## config.mk

```make
export PLATFORM = sky130hd
export DESIGN_NAME = led_pattern_sequencer
export DESIGN_NICKNAME = d
export VERILOG_FILES = /design/src/rtl/led_pattern_sequencer.sv
export SDC_FILE = /design/constraint.sdc
export NUM_CORES = 1
export LEC_CHECK = 0
export CAP_MARGIN = 20
export CELL_PAD_IN_SITES_DETAIL_PLACEMENT = 0
export CELL_PAD_IN_SITES_GLOBAL_PLACEMENT = 1
export CORE_MARGIN = 1
export CORE_UTILIZATION = 42
export CTS_CLUSTER_DIAMETER = 60
export DETAILED_ROUTE_END_ITERATION = 7
export PLACE_DENSITY_LB_ADDON = 0.1
export SYNTH_ARGS = -nofsm -noshare
export SYNTH_HDL_FRONTEND = slang
export SYNTH_SLANG_ARGS = --single-unit
```

## constraint.sdc

```tcl
create_clock -name clk -period 1.9 [get_ports clk]
set_input_delay 0.38 -clock clk [delete_from_list [all_inputs] [get_ports clk]]
set_output_delay 0.38 -clock clk [all_outputs]
set_load 0.005 [all_outputs]
```

## src/rtl/led_pattern_sequencer.sv

```systemverilog
// -----------------------------------------------------------------------------
// led_pattern_sequencer
//
// Controller for the 8-LED pattern shift engine. Conditions the four board
// switches (2-FF synchronizer + per-bit debouncer), then runs a small FSM
// (INIT, LOAD, RUN, PAUSE). The FSM produces the engine's MODE select, a
// one-cycle step tick and an engine restart pulse. Every mode change passes
// through a one-cycle LOAD, so the engine is always restarted with a MODE
// that is already stable. Modes change either manually from the switches or
// automatically, rotating after DWELL engine steps.
//
// Parameters
//   PRESCALE : clk cycles per engine step (>= 2)
//   DWELL    : engine steps spent in each mode when auto-rotating (>= 1)
//   DB_LEN   : consecutive cycles a synchronized switch value must differ
//              from the debounced value before it is accepted (>= 1)
//
// Ports
//   clk      : system clock, all state on the rising edge
//   reset    : asynchronous, active-low reset
//   sw[3:0]  : raw switches; [1:0] manual mode, [2] auto enable, [3] pause
//   mode     : MODE select to the pattern engine
//   eng_ce   : one-cycle engine step tick (clock enable)
//   eng_rst  : active-high engine restart, high during INIT and LOAD
//   busy     : high during INIT and LOAD
//   step_cnt : (only with STEP_CNT_EN) saturating count of eng_ce pulses
//
// Build option
//   STEP_CNT_EN : when defined, adds the step_cnt[15:0] output and its
//                 counter. When undefined the port and counter are absent.
//
// Timing notes
//   - A raw switch change shows up on the debounced value 2+DB_LEN cycles
//     later; a bounce restarts the debounce count.
//   - The FSM decides its next state from the debounced value that will be
//     current in that next cycle (db_nxt). State, counters and outputs of a
//     given cycle therefore always agree with that cycle's debounced inputs,
//     and every output is still driven straight from a flop.
//   - In RUN the prescaler counts 0..PRESCALE-1; eng_ce is high in the cycle
//     the count sits at PRESCALE-1, so the first tick comes PRESCALE cycles
//     after LOAD.
// -----------------------------------------------------------------------------
module led_pattern_sequencer #(
  parameter int PRESCALE = 4,
  parameter int DWELL    = 16,
  parameter int DB_LEN   = 3
) (
  input  logic        clk,
  input  logic        reset,
  input  logic [3:0]  sw,
  output logic [1:0]  mode,
  output logic        eng_ce,
  output logic        eng_rst,
  output logic        busy
`ifdef STEP_CNT_EN
  ,
  output logic [15:0] step_cnt
`endif
);

  // ---------------------------------------------------------------------------
  // Widths and constants
  // ---------------------------------------------------------------------------
  localparam int PW = $clog2(PRESCALE);     // prescaler 0..PRESCALE-1
  localparam int DW = $clog2(DWELL + 1);    // dwell 0..DWELL
  localparam int CW = $clog2(DB_LEN + 1);   // debounce count 0..DB_LEN-1

  localparam logic [PW-1:0] PRESC_LAST = PW'(PRESCALE - 1);
  localparam logic [PW-1:0] PRESC_PRE  = PW'(PRESCALE - 2);
  localparam logic [DW-1:0] DWELL_MAX  = DW'(DWELL);
  localparam logic [CW-1:0] DB_LAST    = CW'(DB_LEN - 1);

  localparam logic [1:0] ST_INIT  = 2'd0;
  localparam logic [1:0] ST_LOAD  = 2'd1;
  localparam logic [1:0] ST_RUN   = 2'd2;
  localparam logic [1:0] ST_PAUSE = 2'd3;

  // ---------------------------------------------------------------------------
  // Switch synchronizer
  // ---------------------------------------------------------------------------
  logic [3:0] sync_meta;
  logic [3:0] sync_q;

  // NOTE: sequential state uses non-blocking assignments so every register
  // samples the values from before the edge, whatever order the blocks run in.
  always_ff @(posedge clk or negedge reset) begin
    if (!reset) begin
      sync_meta <= '0;
      sync_q    <= '0;
    end else begin
      sync_meta <= sw;
      sync_q    <= sync_meta;
    end
  end

  // ---------------------------------------------------------------------------
  // Debouncer: a bit flips only after the synchronized value has differed
  // from it for DB_LEN consecutive cycles. A cycle where they agree clears
  // the count, so a bounce restarts it.
  // ---------------------------------------------------------------------------
  logic [3:0]         db_q;
  logic [3:0]         db_nxt;
  logic [3:0][CW-1:0] db_cnt_q;
  logic [3:0][CW-1:0] db_cnt_nxt;

  // NOTE: every signal driven here gets a default first, so each path assigns
  // it and no latch is inferred.
  always_comb begin
    db_nxt     = db_q;
    db_cnt_nxt = '0;
    for (int i = 0; i < 4; i++) begin
      if (sync_q[i] != db_q[i]) begin
        if (db_cnt_q[i] == DB_LAST) begin
          db_nxt[i] = sync_q[i];
        end else begin
          db_cnt_nxt[i] = db_cnt_q[i] + CW'(1);
        end
      end
    end
  end

  always_ff @(posedge clk or negedge reset) begin
    if (!reset) begin
      db_q     <= '0;
      db_cnt_q <= '0;
    end else begin
      db_q     <= db_nxt;
      db_cnt_q <= db_cnt_nxt;
    end
  end

  // Debounced controls as they will be in the next cycle.
  logic       pause_n;
  logic       auto_n;
  logic       auto_rise;
  logic [1:0] man_n;

  assign pause_n   = db_nxt[3];
  assign auto_n    = db_nxt[2];
  assign man_n     = db_nxt[1:0];
  assign auto_rise = db_nxt[2] & ~db_q[2];

  // ---------------------------------------------------------------------------
  // Sequencer FSM
  // ---------------------------------------------------------------------------
  logic [1:0]    state_q;
  logic [1:0]    state_nxt;
  logic [1:0]    mode_q;
  logic [1:0]    mode_nxt;
  logic [PW-1:0] presc_q;
  logic [PW-1:0] presc_nxt;
  logic [PW-1:0] presc_adv;
  logic [DW-1:0] dwell_q;
  logic [DW-1:0] dwell_nxt;
  logic [DW-1:0] dwell_base;
  logic          tick_due;
  logic          tick;
  logic          eng_ce_q;
  logic          eng_rst_q;
  logic          busy_q;

  // Prescaler advance, plus whether that advance lands on PRESCALE-1, which
  // makes the next cycle a step tick.
  assign presc_adv  = (presc_q == PRESC_LAST) ? '0 : presc_q + PW'(1);
  assign tick_due   = (presc_q == PRESC_PRE);
  // A debounced auto-enable rising edge restarts the dwell count.
  assign dwell_base = auto_rise ? '0 : dwell_q;

  always_comb begin
    state_nxt = state_q;
    mode_nxt  = mode_q;
    presc_nxt = presc_q;
    dwell_nxt = dwell_q;
    tick      = 1'b0;
    case (state_q)
      ST_INIT: begin
        state_nxt = ST_LOAD;
        mode_nxt  = 2'd0;
      end
      ST_LOAD: begin
        state_nxt = pause_n ? ST_PAUSE : ST_RUN;
        presc_nxt = '0;
        dwell_nxt = '0;
      end
      ST_RUN: begin
        if (pause_n) begin
          // Pause wins over everything; counters freeze, a due tick is dropped.
          state_nxt = ST_PAUSE;
        end else if (auto_n) begin
          // dwell_q reaches DWELL in the cycle carrying the last tick of the
          // mode, so the restart follows that tick by one cycle and eng_ce
          // never coincides with eng_rst.
          if (!auto_rise && (dwell_q >= DWELL_MAX)) begin
            state_nxt = ST_LOAD;
            mode_nxt  = mode_q + 2'd1;
          end else begin
            presc_nxt = presc_adv;
            tick      = tick_due;
            dwell_nxt = dwell_base + (tick_due ? DW'(1) : DW'(0));
          end
        end else if (man_n != mode_q) begin
          state_nxt = ST_LOAD;
          mode_nxt  = man_n;
        end else begin
          presc_nxt = presc_adv;
          tick      = tick_due;
        end
      end
      ST_PAUSE: begin
        // Counts stay frozen; any manual change is picked up from RUN.
        if (!pause_n) begin
          state_nxt = ST_RUN;
        end
      end
      default: begin
        state_nxt = ST_INIT;
      end
    endcase
  end

  always_ff @(posedge clk or negedge reset) begin
    if (!reset) begin
      state_q   <= ST_INIT;
      mode_q    <= 2'd0;
      presc_q   <= '0;
      dwell_q   <= '0;
      eng_ce_q  <= 1'b0;
      eng_rst_q <= 1'b1;
      busy_q    <= 1'b1;
    end else begin
      state_q   <= state_nxt;
      mode_q    <= mode_nxt;
      presc_q   <= presc_nxt;
      dwell_q   <= dwell_nxt;
      eng_ce_q  <= tick;
      eng_rst_q <= (state_nxt == ST_INIT) || (state_nxt == ST_LOAD);
      busy_q    <= (state_nxt == ST_INIT) || (state_nxt == ST_LOAD);
    end
  end

  assign mode    = mode_q;
  assign eng_ce  = eng_ce_q;
  assign eng_rst = eng_rst_q;
  assign busy    = busy_q;

`ifdef STEP_CNT_EN
  // ---------------------------------------------------------------------------
  // Step counter: counts every eng_ce pulse since reset, sticks at all-ones.
  // ---------------------------------------------------------------------------
  logic [15:0] step_cnt_q;

  always_ff @(posedge clk or negedge reset) begin
    if (!reset) begin
      step_cnt_q <= '0;
    end else if (eng_ce_q && (step_cnt_q != 16'hFFFF)) begin
      step_cnt_q <= step_cnt_q + 16'd1;
    end
  end

  assign step_cnt = step_cnt_q;
`endif

endmodule
```

== Word-level counts from Yosys, hierarchy flattened ==
Cells that the tools add are included.
Widths: inputs -> output; s select.

* Logic and storage cells: 100
* Bits in registers: 33
* Output and inout port bits: 5
* Input bits: 6

* Bitwise operators: 2
* Add/sub/neg operators: 7
* Multiplexer cells: 45
* Eq/ne operators: 22
* Order comparisons: 1
* Reduce and logical (&&, ||, !) cells: 10

{| class="wikitable"
|+ Operators by type and width
! cell !! number
|-
| $mux 2 || 22
|-
| $mux 5 || 4
|-
| $eq 2x2->1 const B || 8
|-
| $mux 1 || 15
|-
| $add 2x1->2 const B || 6
|-
| $ne 3x3->1 const B || 4
|-
| $reduce_and 4->1 || 3
|-
| $pmux 5 s2 || 1
|-
| $pmux 2 s2 || 2
|-
| $pmux 2 s4 || 1
|-
| $ne 2x2->1 const B || 3
|-
| $add 5x1->5 || 1
|-
| $ge 5x5->1 const B || 1
|-
| $eq 2x1->1 const B || 2
|-
| $logic_not 2->1 || 2
|-
| $ne 1x1->1 || 4
|-
| $reduce_bool 2->1 || 2
|-
| $ne 2x2->1 || 1
|-
| $and 1x1->1 || 1
|-
| $logic_and 1x1->1 || 1
|-
| $logic_not 1->1 || 1
|-
| $logic_or 1x1->1 || 1
|-
| $not 1->1 || 1
|}

== Longest topological paths before layout ==
* Word-level depth: 12
* Mapped depth: 8
* Gate-level depth less buffers: 8

== Worst setup path before layout ==
Ideal clock, no wire load.

* Path type: reg2reg
* From: register db_cnt_q[4] (netlist bit)
* To: register dwell_q[2]
* Clock period less this slack: 2.074 ns
* Path buffers: 0
* Stages on the path, launching flop included: 9
* Library setup time: 0.064 ns
* Setup slack: -0.174 ns
* Data required time: 1.836 ns
* Data arrival time: 2.010 ns
* Path through: dfrtp_1 -> nand2b_2 -> nor3b_1 -> nor2b_1 -> ha_1 -> ha_1 -> or3_1 -> a21boi_0 -> a21o_1

* Cells in the longest elaborated chain, start to end: 10
* Elaborated cells between the ends (all ways): 15
* Those cells by class: add/sub (1); eq/ne (3); mux (7); bitwise (1); reduce/logical (3)

{| class="wikitable"
|+ Ends and longest elaborated chain
! what !! RTL line !! source
|-
| start, declared || 103 || <nowiki>logic [3:0][CW-1:0] db_cnt_q;</nowiki>
|-
| start signal, assigned || 128 || <nowiki>db_cnt_q <= db_cnt_nxt;</nowiki>
|-
| $eq 2x2->1 * || 113 || <nowiki>if (db_cnt_q[i] == DB_LAST) begin</nowiki>
|-
| $mux 1 * || 113 ||
|-
| $mux 1 * || 112 || <nowiki>if (sync_q[i] != db_q[i]) begin</nowiki>
|-
| $and 1x1->1 || 141 || <nowiki>assign auto_rise = db_nxt[2] & ~db_q[2];</nowiki>
|-
| $mux 5 || 167 || <nowiki>assign dwell_base = auto_rise ? '0 : dwell_q;</nowiki>
|-
| $add 5x1->5 || 199 || <nowiki>dwell_nxt = dwell_base + (tick_due ? DW'(1) : DW'(0));</nowiki>
|-
| $mux 5 || 193 || <nowiki>if (!auto_rise && (dwell_q >= DWELL_MAX)) begin</nowiki>
|-
| $mux 5 || 189 || <nowiki>end else if (auto_n) begin</nowiki>
|-
| $mux 5 || 186 || <nowiki>if (pause_n) begin</nowiki>
|-
| $pmux 5 s2 || 175 || <nowiki>case (state_q)</nowiki>
|-
| end signal, assigned || 234 || <nowiki>dwell_q <= dwell_nxt;</nowiki>
|-
| end, declared || 153 || <nowiki>logic [DW-1:0] dwell_q;</nowiki>
|}

Every way passes the cells marked *; elsewhere a longest branch is shown, timed or not. The select of a mux whose other input is x is not followed.
A chain may end at the register's enable or synchronous reset.

== Final worst setup path ==
* From: register db_cnt_q[0] (netlist bit)
* To: register presc_q[1]

* Cells in the longest elaborated chain, start to end: 6

{| class="wikitable"
|+ Ends and longest elaborated chain
! what !! RTL line !! source
|-
| $eq 2x2->1 || 113 ||
|-
| $mux 1 || 113 ||
|-
| $mux 1 || 112 ||
|-
| via db_nxt[0] || 102 || <nowiki>logic [3:0] db_nxt;</nowiki>
|-
| $ne 2x2->1 || 201 || <nowiki>end else if (man_n != mode_q) begin</nowiki>
|-
| $ne 3x3->1 (no source line) || n/a ||
|-
| $reduce_and 4->1 (no source line) || n/a ||
|-
| end signal, assigned || 233 || <nowiki>presc_q <= presc_nxt;</nowiki>
|-
| end, declared || 150 || <nowiki>logic [PW-1:0] presc_q;</nowiki>
|}

The timed path passes the listed nets, and every way through them passes these cells.

==> flow_metrics.py <==
metrics = {
    "status": {
        "status": "finished clean",
    },
    "power": {
        "p_leak_nw": 0.8992,
        "ir_drop_uv": 669.9,
        "cellPowerDensity_nw_per_um2": 1633,
    },
    "critical_path": {
        "r2r_end": "presc_q[1]",
        "path_max_fanout": 4,
        "crit_buf_inv": 0,
        "critPathCaptureType": "flop",
        "r2r_start": "db_cnt_q[0]",
        "crit_arrival_ns": 1.99,
        "reg2regPathDepth": 6,
        "path_delay_family": "multiplexers",
        "startpoint_type": "flop",
        "reg2reg_slack_ns": 0.09,
        "cpMostUsedCell": "mux2_4",
        "cp_cell_sequence": "nand2b_1 -> mux2_4 -> xnor2_4 -> nand2_1 -> a31o_1 -> mux2_4",
        "critPathSlowestCell": "dfrtp_1",
        "path_class": "flop to flop",
        "worstPathRequired_ns": 2.08,
        "timing.critical_path.slowest_cell_delay_ns": 0.38,
    },
    "yosys": {
        "synth-edff-count": 0,
        "ys_async_sr_fraction": 1.000,
        "synth-seq-area-share": 0.5180,
        "avgSynthCellArea_um2": 11.91,
        "synth_top_area_share": 0.5016,
        "syn_inst": 134,
        "synth_area_leaders": "dfrtp_1, ha_1, inv_1, mux2i_4, nor3b_1",
        "yosysTopAreaCell": "dfrtp_1",
        "syn-cell-area_um2": 1597,
        "ys.warnings.count": 0,
        "syn-num-nets": 148,
        "yosys_most_used_dff": "dfrtp_1",
        "ys_ff_latch": 33,
        "synth.distinct_cells": 45,
    },
    "clock_network": {
        "clk_pin_slew_ns": 0.07,
        "numCtsBuffers": 5,
        "root_buffer": "clkbuf_8",
        "clkLatencyLatePin_ns": 0.29,
        "cts_tree": "done",
        "htreeDepth": 2,
        "clock-sinks": 33,
        "cts_max_path_buffers": 2,
    },
    "place": {
        "hpwlAfterDp_um": 2128,
        "gp_congestion": 0.7583,
        "portBuffers": 10,
        "dp_cells": 203,
        "dpl_cell_area_um2": 1859,
    },
    "global_route": {
        "grt_pass1_wl_um": 5402,
        "grt_pass1_vias": 1154,
        "grt_use_total": 0.1796,
        "antenna_found_initial": 0,
        "grt_start_max_net_pins": 34,
        "overflow": 0,
    },
    "floorplan": {
        "pin_count": 11,
        "die_h_um": 63.66,
        "rows": 22,
        "die_x_um": 63.66,
        "die_area_um2": 4052,
        "initial_utilization": 0.4361,
        "core_um2": 3661,
    },
    "sta": {
        "fmax_mhz": 551.5,
        "finalHoldViolCount": 0,
        "tightest_slew_ns": 0.4106,
        "rsz0062_at_grt": "true",
        "final_max_slew_viol_count": 0,
        "setup_viol_count_final": 0,
        "fin_crit_sh": 0.9544,
        "fin_skew_ns": 0.003881,
        "fin_crit_ns": 1.813,
        "relSlewSlack": 0.7263,
        "setup_tns_ns": 0,
    },
    "hold_path": {
        "holdCritPathClass": "flop to flop",
        "hold_depth": 0,
        "holdPathEnd": "sync_q[0]",
        "min-delay-start": "sync_meta[0]",
    },
    "finish": {
        "stdcell_count": 213,
        "antennaDiodeCount": 0,
        "fin_area_um2": 2051,
        "nFillCells": 320,
        "syn_to_final_growth_pct": 28.45,
        "drive_above_1_share": 0.2909,
        "finalNetCount": 178,
        "fin_util": 0.5602,
    },
    "detailed_routing": {
        "via_count": 1082,
        "first_pass_iters": 4,
        "drt_iter0_markers": 78,
        "wl_per_cell_um": 13.82,
        "wirelength_um": 2944,
        "via_per_inst": 5.080,
        "drc": 0,
        "ant_nets": 0,
    },
    "job": {
        "drv_cap": 0,
    },
}
[layout by cell type (no fill, tap or decap), types with 2 or more instances in the layout]
| master | netlist | layout |
|---|---|---|
| nor2b_1 | 2 | 2 |
| a21oi_1 | 4 | 4 |
| nor3_1 | 5 | 4 |
| nor2_1 | 4 | 4 |
| clkbuf_8 | 0 | 5 |
| inv_1 | 12 | 11 |
| nand2b_4 | 1 | 2 |
| mux2i_4 | 2 | 2 |
| o21ai_0 | 8 | 5 |
| o21ai_1 | 0 | 3 |
| buf_4 | 1 | 15 |
| nand2_1 | 6 | 6 |
| mux2_4 | 2 | 2 |
| dfrtp_1 | 32 | 32 |
| ha_2 | 0 | 3 |
| o211ai_1 | 2 | 2 |
| ha_1 | 8 | 4 |
| and3_1 | 2 | 2 |
| xnor2_1 | 4 | 4 |
| a22o_1 | 2 | 2 |
| mux2i_1 | 2 | 2 |
| nor3b_1 | 6 | 4 |
| nand3_1 | 3 | 3 |
| clkdlybuf4s50_1 | 0 | 10 |
[metrics by stage]
stage | setup slack, ns | hold WS [ns] | power (W)
final | 0.08664 | 0.3561 | 0.003350
after global routing | -0.007406 | 0.3699 | 0.003608
after CTS | 0.007622 | 0.3587 | 0.003240
after detailed placement | -0.009960 | 0.3413 | 0.002564
after global placement | 0.04506 | 0.3332 | 0.002516
after floorplan | 0.03348 | 0.08441 | 0.002060
[synth_stat cells, drive strengths merged, types with 2 or more instances]
cell type and instances:
nor3b 6, mux2i 4, mux2 3, nor3 5
a21oi 5, and3 2, dfrtp 32, xnor2 5
a22o 2, o211ai 2, nor2b 3, or3 2
nand3 3, nand2 6, nand2b 3, inv 12
nor2 4, ha 8, xor2 2, o21ai 8
[metal layers]
| metal | part of all wire | up-vias | track usage |
|---|---|---|---|
| li1 | - | 527 | - |
| met3 | 0.035 | 6 | 0.07065 |
| met2 | 0.48 | 12 | 0.2739 |
| met1 | 0.47 | 537 | 0.2281 |
| met4 | 0.015 | 0 | 0.06818 |
| met5 | 0 | - | 0 |
[state kept, by name, summed over array words and instances (netlist names)]
| signal | flops |
|---|---|
| sync_meta | 4 |
| state_q | 2 |
| db_q | 4 |
| dwell_q | 5 |
| eng_ce | 1 |
| sync_q | 4 |
| db_cnt_q | 8 |
| presc_q | 2 |
| busy | 1 |
| mode | 2 |
[how the worst max path moves through the flow]
| stage | depth (start not counted) | to | start |
|---|---|---|---|
| global placement | 8 | dwell_q[2] | db_cnt_q[4] |
| global route | 7 | presc_q[1] | state_q[0] |
| floorplan | 8 | dwell_q[2] | db_cnt_q[4] |
| finish | 6 | presc_q[1] | db_cnt_q[0] |
| detailed placement | 8 | dwell_q[2] | db_cnt_q[4] |
| CTS | 8 | dwell_q[2] | db_cnt_q[4] |
[cells by family after synthesis]
| logic type | synth area share |
|---|---|
| flip-flops | 0.5180 |
| multiplexers | 0.06661 |
| XOR/XNOR | 0.05486 |
| adder cells (fa/ha/maj) | 0.06270 |
| AO/OA/AOI/OAI | 0.1223 |
| buffers and inverters | 0.03526 |
| AND/OR/NAND/NOR | 0.1403 |
[layout make-up]
class / count / area [um^2] / area share
clock buffer: 5 / 68.82 / 0.03356
clock inverter: 3 / 46.29 / 0.02257
inverter: 12 / 45.04 / 0.02196
multi-input combinational: 87 / 790.8 / 0.3856
sequential: 33 / 827.0 / 0.4033
tap: 48 / 60.06 / 0.02929
timing repair buffer: 25 / 212.7 / 0.1037
[report_power, final]
part           total [W]  internal [W]  switching, W
sequential       0.00108      0.000905      0.000180
clock           0.000668      0.000392      0.000275
combinational    0.00160      0.000838      0.000759
total            0.00335       0.00214       0.00121
[timing repair]
item	4_1_cts	5_1_grt
pin swaps	0	2
setup buffers	0	2
hold buffers	0	0
endpoints found under the setup margin	1	8
cloned	0	0
resized for setup	1	16
No activity file was read; power rests on OpenSTA's default activity.
